==> config.mk <==
export PLATFORM = sky130hd
export DESIGN_NAME = manchester_deframer
export DESIGN_NICKNAME = d
export VERILOG_FILES = /design/src/rtl/manchester_deframer.sv
export SDC_FILE = /design/constraint.sdc
export NUM_CORES = 1
export LEC_CHECK = 0
export CAP_MARGIN = 10
export CORE_UTILIZATION = 55
export DETAILED_ROUTE_END_ITERATION = 8
export GPL_ROUTABILITY_DRIVEN = 0
export PLACE_DENSITY = 0.77
export SETUP_SLACK_MARGIN = 0.15
export SLEW_MARGIN = 20
export SYNTH_ARGS = -nofsm -noshare
export SYNTH_HDL_FRONTEND = slang
export SYNTH_SLANG_ARGS = --single-unit
==> constraint.sdc <==
create_clock -name aclk -period 3.7 [get_ports aclk]
set_clock_uncertainty 0.2 [all_clocks]
set_input_delay 0.925 -clock aclk [delete_from_list [all_inputs] [get_ports aclk]]
set_output_delay 0.925 -clock aclk [all_outputs]
set_load 0.02 [all_outputs]
==> src/rtl/manchester_deframer.sv <==
// -----------------------------------------------------------------------------
// manchester_deframer
//
// Assembles the 0-2 bits per cycle produced by manchester_decoder2 into bytes,
// hunts for a sync byte, reads a length byte and streams the payload out as an
// 8-bit AXI-Stream with tlast on the final byte. Per-frame status pulses report
// clean completion or abort.
//
// Optional feature: define MANCHESTER_DEFRAMER_CRC_EN to append a CRC-8 check
// byte (poly 0x07, init 0x00, MSB-first) covering the length and payload bytes.
//
// Parameters
//   SYNC_WORD         sync byte marking frame start (MSB first)
//   IDLE_TIMEOUT      max consecutive bit-less cycles inside a frame (1..65535)
//
// Ports
//   aclk              receiver clock (same domain as the decoder)
//   aresetn           asynchronous active-low reset
//   decoded_bits      decoded bits; with two bits, [1] is older than [0]
//   num_decoded_bits  number of valid bits (0..2; 3 is treated as idle)
//   m_axis_tdata      payload byte
//   m_axis_tvalid     payload byte valid
//   m_axis_tready     downstream accept
//   m_axis_tlast      final payload byte of the frame
//   frame_done        1-cycle pulse: frame completed cleanly
//   frame_err         1-cycle pulse: frame aborted (overrun, timeout, CRC)
//   overrun           sticky: a byte was lost to backpressure
// -----------------------------------------------------------------------------
module manchester_deframer #(
  parameter logic [7:0]  SYNC_WORD    = 8'hD5,
  parameter int unsigned IDLE_TIMEOUT = 64
) (
  input  logic       aclk,
  input  logic       aresetn,
  input  logic [1:0] decoded_bits,
  input  logic [1:0] num_decoded_bits,
  output logic [7:0] m_axis_tdata,
  output logic       m_axis_tvalid,
  input  logic       m_axis_tready,
  output logic       m_axis_tlast,
  output logic       frame_done,
  output logic       frame_err,
  output logic       overrun
);

`ifdef MANCHESTER_DEFRAMER_CRC_EN
  typedef enum logic [1:0] {HUNT, LEN, PAYLOAD, CRC} state_t;
`else
  typedef enum logic [1:0] {HUNT, LEN, PAYLOAD} state_t;
`endif

  state_t      state_q, state_d;
  logic [7:0]  sr_q, sr_d, sr_nxt;
  logic [2:0]  bit_cnt_q, bit_cnt_d;
  logic [7:0]  remaining_q, remaining_d;
  logic [15:0] idle_q, idle_d;
  logic [1:0]  slot_vld, slot_bit;   // slot 0 is the older bit
  logic        byte_end;
  logic        byte_evt, byte_last;
  logic [7:0]  byte_data;
  logic        done_evt, err_evt, ovr_evt;
  logic [7:0]  tdata_d;
  logic        tvalid_d, tlast_d;

`ifdef MANCHESTER_DEFRAMER_CRC_EN
  logic [7:0] crc_q, crc_d;

  function automatic logic [7:0] crc8_step(input logic [7:0] c, input logic b);
    crc8_step = {c[6:0], 1'b0} ^ ((c[7] ^ b) ? 8'h07 : 8'h00);
  endfunction
`endif

  // Re-order the input into time order; num=3 yields no valid slot.
  always_comb begin
    slot_vld = 2'b00;
    slot_bit = 2'b00;
    case (num_decoded_bits)
      2'd1: begin
        slot_vld    = 2'b01;
        slot_bit[0] = decoded_bits[0];
      end
      2'd2: begin
        slot_vld    = 2'b11;
        slot_bit[0] = decoded_bits[1];
        slot_bit[1] = decoded_bits[0];
      end
      default: ;
    endcase
  end

  // State register
  // NOTE: sequential state uses non-blocking assignments so every flop samples
  // the pre-edge value of every other flop.
  always_ff @(posedge aclk or negedge aresetn) begin
    if (!aresetn) state_q <= HUNT;
    else          state_q <= state_d;
  end

  // Next-state: walk the (up to two) bits in arrival order so sync matching
  // and byte boundaries are evaluated after each individual bit.
  always_comb begin
    // NOTE: every variable gets a default before any branch, so no latch is
    // inferred when a path leaves it unassigned.
    state_d     = state_q;
    sr_d        = sr_q;
    sr_nxt      = sr_q;
    bit_cnt_d   = bit_cnt_q;
    remaining_d = remaining_q;
    idle_d      = 16'd0;
    byte_end    = 1'b0;
    byte_evt    = 1'b0;
    byte_last   = 1'b0;
    byte_data   = 8'h00;
    done_evt    = 1'b0;
    err_evt     = 1'b0;
    ovr_evt     = 1'b0;
`ifdef MANCHESTER_DEFRAMER_CRC_EN
    crc_d       = crc_q;
`endif
    for (int i = 0; i < 2; i++) begin
      if (slot_vld[i[0]]) begin
        // NOTE: blocking assignments are intentional here: the second bit must
        // see the state, shift register and counters left by the first bit.
        sr_nxt = {sr_d[6:0], slot_bit[i[0]]};
        sr_d   = sr_nxt;
        if (state_d == HUNT) begin
          if (sr_nxt == SYNC_WORD) begin
            state_d   = LEN;
            bit_cnt_d = 3'd0;
`ifdef MANCHESTER_DEFRAMER_CRC_EN
            crc_d     = 8'h00;
`endif
          end
        end else begin
          byte_end  = (bit_cnt_d == 3'd7);
          bit_cnt_d = bit_cnt_d + 3'd1;   // wraps 7 -> 0 on byte completion
`ifdef MANCHESTER_DEFRAMER_CRC_EN
          if (state_d != CRC) crc_d = crc8_step(crc_d, slot_bit[i[0]]);
`endif
          if (byte_end) begin
            case (state_d)
              LEN: begin
                if (sr_nxt == 8'h00) begin
`ifdef MANCHESTER_DEFRAMER_CRC_EN
                  state_d  = CRC;
`else
                  state_d  = HUNT;
                  done_evt = 1'b1;
`endif
                end else begin
                  remaining_d = sr_nxt;
                  state_d     = PAYLOAD;
                end
              end
              PAYLOAD: begin
                // Only the registered tvalid matters: a handshake this cycle
                // frees the slot for the new byte.
                if (m_axis_tvalid && !m_axis_tready) begin
                  ovr_evt = 1'b1;
                  err_evt = 1'b1;
                  state_d = HUNT;
                end else begin
                  byte_evt    = 1'b1;
                  byte_data   = sr_nxt;
                  byte_last   = (remaining_d == 8'd1);
                  remaining_d = remaining_d - 8'd1;
                  if (byte_last) begin
`ifdef MANCHESTER_DEFRAMER_CRC_EN
                    state_d  = CRC;
`else
                    state_d  = HUNT;
                    done_evt = 1'b1;
`endif
                  end
                end
              end
`ifdef MANCHESTER_DEFRAMER_CRC_EN
              CRC: begin
                if (sr_nxt == crc_d) done_evt = 1'b1;
                else                 err_evt  = 1'b1;
                state_d = HUNT;
              end
`endif
              default: state_d = HUNT;
            endcase
          end
        end
      end
    end

    // Idle timeout: only bit-less cycles inside a frame count, so a bit that
    // arrives on the threshold cycle always wins.
    if (slot_vld == 2'b00 && state_q != HUNT) begin
      if (idle_q == 16'(IDLE_TIMEOUT - 1)) begin
        err_evt = 1'b1;
        state_d = HUNT;
      end else begin
        idle_d = idle_q + 16'd1;
      end
    end
  end

  // Output register: a new byte has priority over the handshake that frees it.
  always_comb begin
    tdata_d  = m_axis_tdata;
    tlast_d  = m_axis_tlast;
    tvalid_d = m_axis_tvalid;
    if (byte_evt) begin
      tdata_d  = byte_data;
      tlast_d  = byte_last;
      tvalid_d = 1'b1;
    end else if (m_axis_tvalid && m_axis_tready) begin
      tvalid_d = 1'b0;
    end
  end

  always_ff @(posedge aclk or negedge aresetn) begin
    if (!aresetn) begin
      sr_q          <= 8'h00;
      bit_cnt_q     <= 3'd0;
      remaining_q   <= 8'h00;
      idle_q        <= 16'd0;
      m_axis_tdata  <= 8'h00;
      m_axis_tvalid <= 1'b0;
      m_axis_tlast  <= 1'b0;
      frame_done    <= 1'b0;
      frame_err     <= 1'b0;
      overrun       <= 1'b0;
`ifdef MANCHESTER_DEFRAMER_CRC_EN
      crc_q         <= 8'h00;
`endif
    end else begin
      sr_q          <= sr_d;
      bit_cnt_q     <= bit_cnt_d;
      remaining_q   <= remaining_d;
      idle_q        <= idle_d;
      m_axis_tdata  <= tdata_d;
      m_axis_tvalid <= tvalid_d;
      m_axis_tlast  <= tlast_d;
      frame_done    <= done_evt;
      frame_err     <= err_evt;
      overrun       <= overrun | ovr_evt;
`ifdef MANCHESTER_DEFRAMER_CRC_EN
      crc_q         <= crc_d;
`endif
    end
  end

endmodule

==> summary.txt <==
Run status
  • Status: finished, final reports clean

Worst setup path
  • Cell mode on critical path: buf_6
  • Nature of the critical path endpoint: flop
  • CP Cell Sequence: buf_6, buf_6, ha_4, a22oi_2, o211ai_2, nand3_2, o31ai_2, a32o_2, buf_6, ha_4, or3_4, a21oi_4, buf_12, o22ai_1, a21o_1
  • CP max stage cell: or3_4
  • WS Path Type: in2reg
  • Worst R2R Setup Slack: 240 ps
  • Worst setup SP type: input pin
  • Critical path arrival: 3510 ps
  • Worst endpoint required time: 3690 ps
  • Worst path max stage delay: 410 ps
  • Max FO, Critical Path: 5

Logic synthesis
  • Seq/Total Area, Yosys: 34.85%
  • Synth top area share: 34.85%
  • Net count after synthesis: 406
  • Post-Synthesis Cells: 381
  • Area contributors post-synth: dfrtp_1 35%, ha_1 6.4%, nand2_1 4.2%
  • Yosys reg bits: 49
  • EDFF count, synth: 0
  • Netlist cell types: 80
  • Syn avg cell area: 9.235 µm²
  • Top-count cell post-synth: dfrtp_1
  • Top cells by count, synth: 49 x dfrtp_1, 39 x nand2_1, 35 x nor2_1
  • Netlist Area Pre-Place: 3518 µm²
  • Async SR Flop Fraction: 100.0%
  • Synth Flop Type: dfrtp_1
  • Dominant cell type by area after synthesis: dfrtp_1
  • Syn. warnings: 0

Power and ir drop
  • Leakage Power: 1.956 nW
  • Sequential share of power: 27.5%
  • VDD IR max: 518.5 µV
  • Pwr per Cell Area: 599.9 nW/µm²
  • Combinational share of power: 60.2%
  • Power share of the clock group: 12.2%
  • Sw Share: 42.52%
  • Switch Pwr: 1.167 mW
  • Internal power: 1.578 mW
  • Overall Power: 2.746 mW

Finish
  • Layout cells sized above 1: 32.47%
  • Net count, final: 489
  • Antenna diode count: 0
  • Filler cells: 438
  • Register area: 1226 µm²
  • Area Growth Syn to Fin: 30.09%
  • Final Util: 75.52%
  • Finished Layout Cells: 540
  • Footprint of the multi-input gates: 2341 µm²

Timing
  • Period utilisation layout: 95.02%
  • Worst Max-Slew Pin Slew: 579.9 ps
  • Unrepaired setup endpoints after global routing: false
  • Max-slew headroom: 61.34%
  • Fin. Hold Viols: 0
  • Slew Viols, Final: 0
  • Fmax: 0.2844 GHz
  • Final setup viols: 0
  • Worst hold margin: 285.5 ps
  • Min Clock Period, post-route: 3516 ps

Clock tree
  • CTS root buffer: clkbuf_8
  • CTS buffer count: 5
  • H-tree depth: 2
  • Sink Count: 49
  • Max Root-Sink Buffers: 2
  • Clock slew at reported path FFs: 90 ps
  • Clk_lat worst skew: 300 ps
  • Number of hold buffers added after CTS: 0
  • CTS tree: yes

Route
  • ANT nets after route: 0
  • DRC: 0
  • Via density per instance: 6.337
  • Starting DRT DRC Count: 352
  • DRT Pass-1 Iters: 5
  • Via count: 3422
  • Wire per inst: 18.16 µm
  • Total wire length: 9805 µm

Placed design
  • Detailed Place HPWL: 7339 µm
  • Inst Count DP: 528
  • IO Port Bufs: 19

Global routing
  • Number of global-route vias before repair: 3266
  • First-pass GRT wire length: 15800 µm
  • Pin count of the biggest net entering global routing: 26
  • Total track usage: 31.70%
  • Initial antenna violation count: 0
  • Total grt overflow: 0

Die
  • Die Width: 81.98 µm
  • CORE AREA: 6061 µm²
  • Die ar.: 6721 µm²
  • I/O pins: 20
  • Die height: 81.98 µm
  • Initial Utilization: 58.05%
  • Core Rows: 28

Hold path
  • Worst hold path type: reg2reg

Job
  • Max-Cap Viols: 0
[cells in the final DEF, fill, tap and decap left out, types with 6 or more instances in the layout]
cell type,count
a21oi_1,17
buf_4,68
clkbuf_8,6
clkdlybuf4s50_1,14
dfrtp_1,49
ha_1,12
ha_4,6
inv_1,13
mux2_2,7
mux2i_1,9
nand2_1,36
nand3_1,18
nor2_1,33
nor4_1,7
o21ai_0,20
o21ai_1,8
xor2_1,8
[final timing paths]
path                                   endpoint                 from  cells past startpoint
worst min register to register  m_axis_tdata[1]      m_axis_tdata[1]                      2
worst max register to register   remaining_q[4]       remaining_q[2]                     13
max in group asynchronous             idle_q[1]              aresetn                      2
worst min-delay path            m_axis_tdata[1]      m_axis_tdata[1]                      2
worst max-delay path             remaining_q[4]  num_decoded_bits[1]                     15
min in group asynchronous       m_axis_tdata[3]              aresetn                      1
[power by group through the flow]
stage	combinational (mW)	clock [mW]	sequential [mW]
finish	1.65	0.336	0.756
global route	1.78	0.367	0.767
CTS	1.57	0.346	0.740
detailed placement	1.51	0	0.751
global placement	1.47	0	0.748
floorplan	0.981	0	0.722
[per-stage QoR]
step | worst slack (ps) | TNS [ps] | cell area [µm²]
final | 184.3 | 0 | 4577
after global routing | 131.2 | 0 | 4577
after CTS | 150.8 | 0 | 4522
after detailed placement | -576.8 | -11000 | 4327
after global placement | -440.1 | -7820 | 4327
after floorplan | -71.66 | -81.13 | 3699
[metal layers]
| layer | routed length, µm | vias up | track usage [%] |
|---|---|---|---|
| met1 | 4165 | 1624 | 41.54 |
| met5 | 0 | - | 0 |
| met2 | 4590 | 178 | 50.50 |
| li1 | - | 1590 | - |
| met3 | 623 | 30 | 5.556 |
| met4 | 425 | 0 | 15.09 |
[timing repair]
item,4_1_cts,5_1_grt
pin swaps,12,10
setup endpoints to repair,23,19
resized for setup,21,15
setup buffers,3,1
[cells by family after synthesis]
kind of cell	Yosys count	share of synthesized area [%]
simple gates	152	23.26
compound gates	101	22.26
flops	49	34.85
buf+inv	32	5.050
mux	18	5.441
fa+ha+maj	18	6.401
xor+xnor	11	2.738
[registers in the layout, indices dropped and copies added, names as in the netlist, 2 cells and up]
register      flops
sr_q              7
m_axis_tdata      8
state_q           2
remaining_q       8
idle_q           16
bit_cnt_q         3
[worst max-delay path: cells and delay by family]
kind	cells	cell delay (ps)
AO/OA/AOI/OAI	7	1230
AND/OR/NAND/NOR	2	520
adder cells (fa/ha/maj)	2	380
buffers and inverters	4	460
[cell type report]
type / instances / area share, %
Clock inverter: 2 / 0.3007
Inverter: 16 / 1.422
Tap cell: 75 / 2.050
Multi-Input combinational cell: 300 / 51.15
Clock buffer: 6 / 1.804
Sequential cell: 49 / 26.79
Timing Repair Buffer: 92 / 16.48
Note: power is estimated with default switching activity, not from simulation.
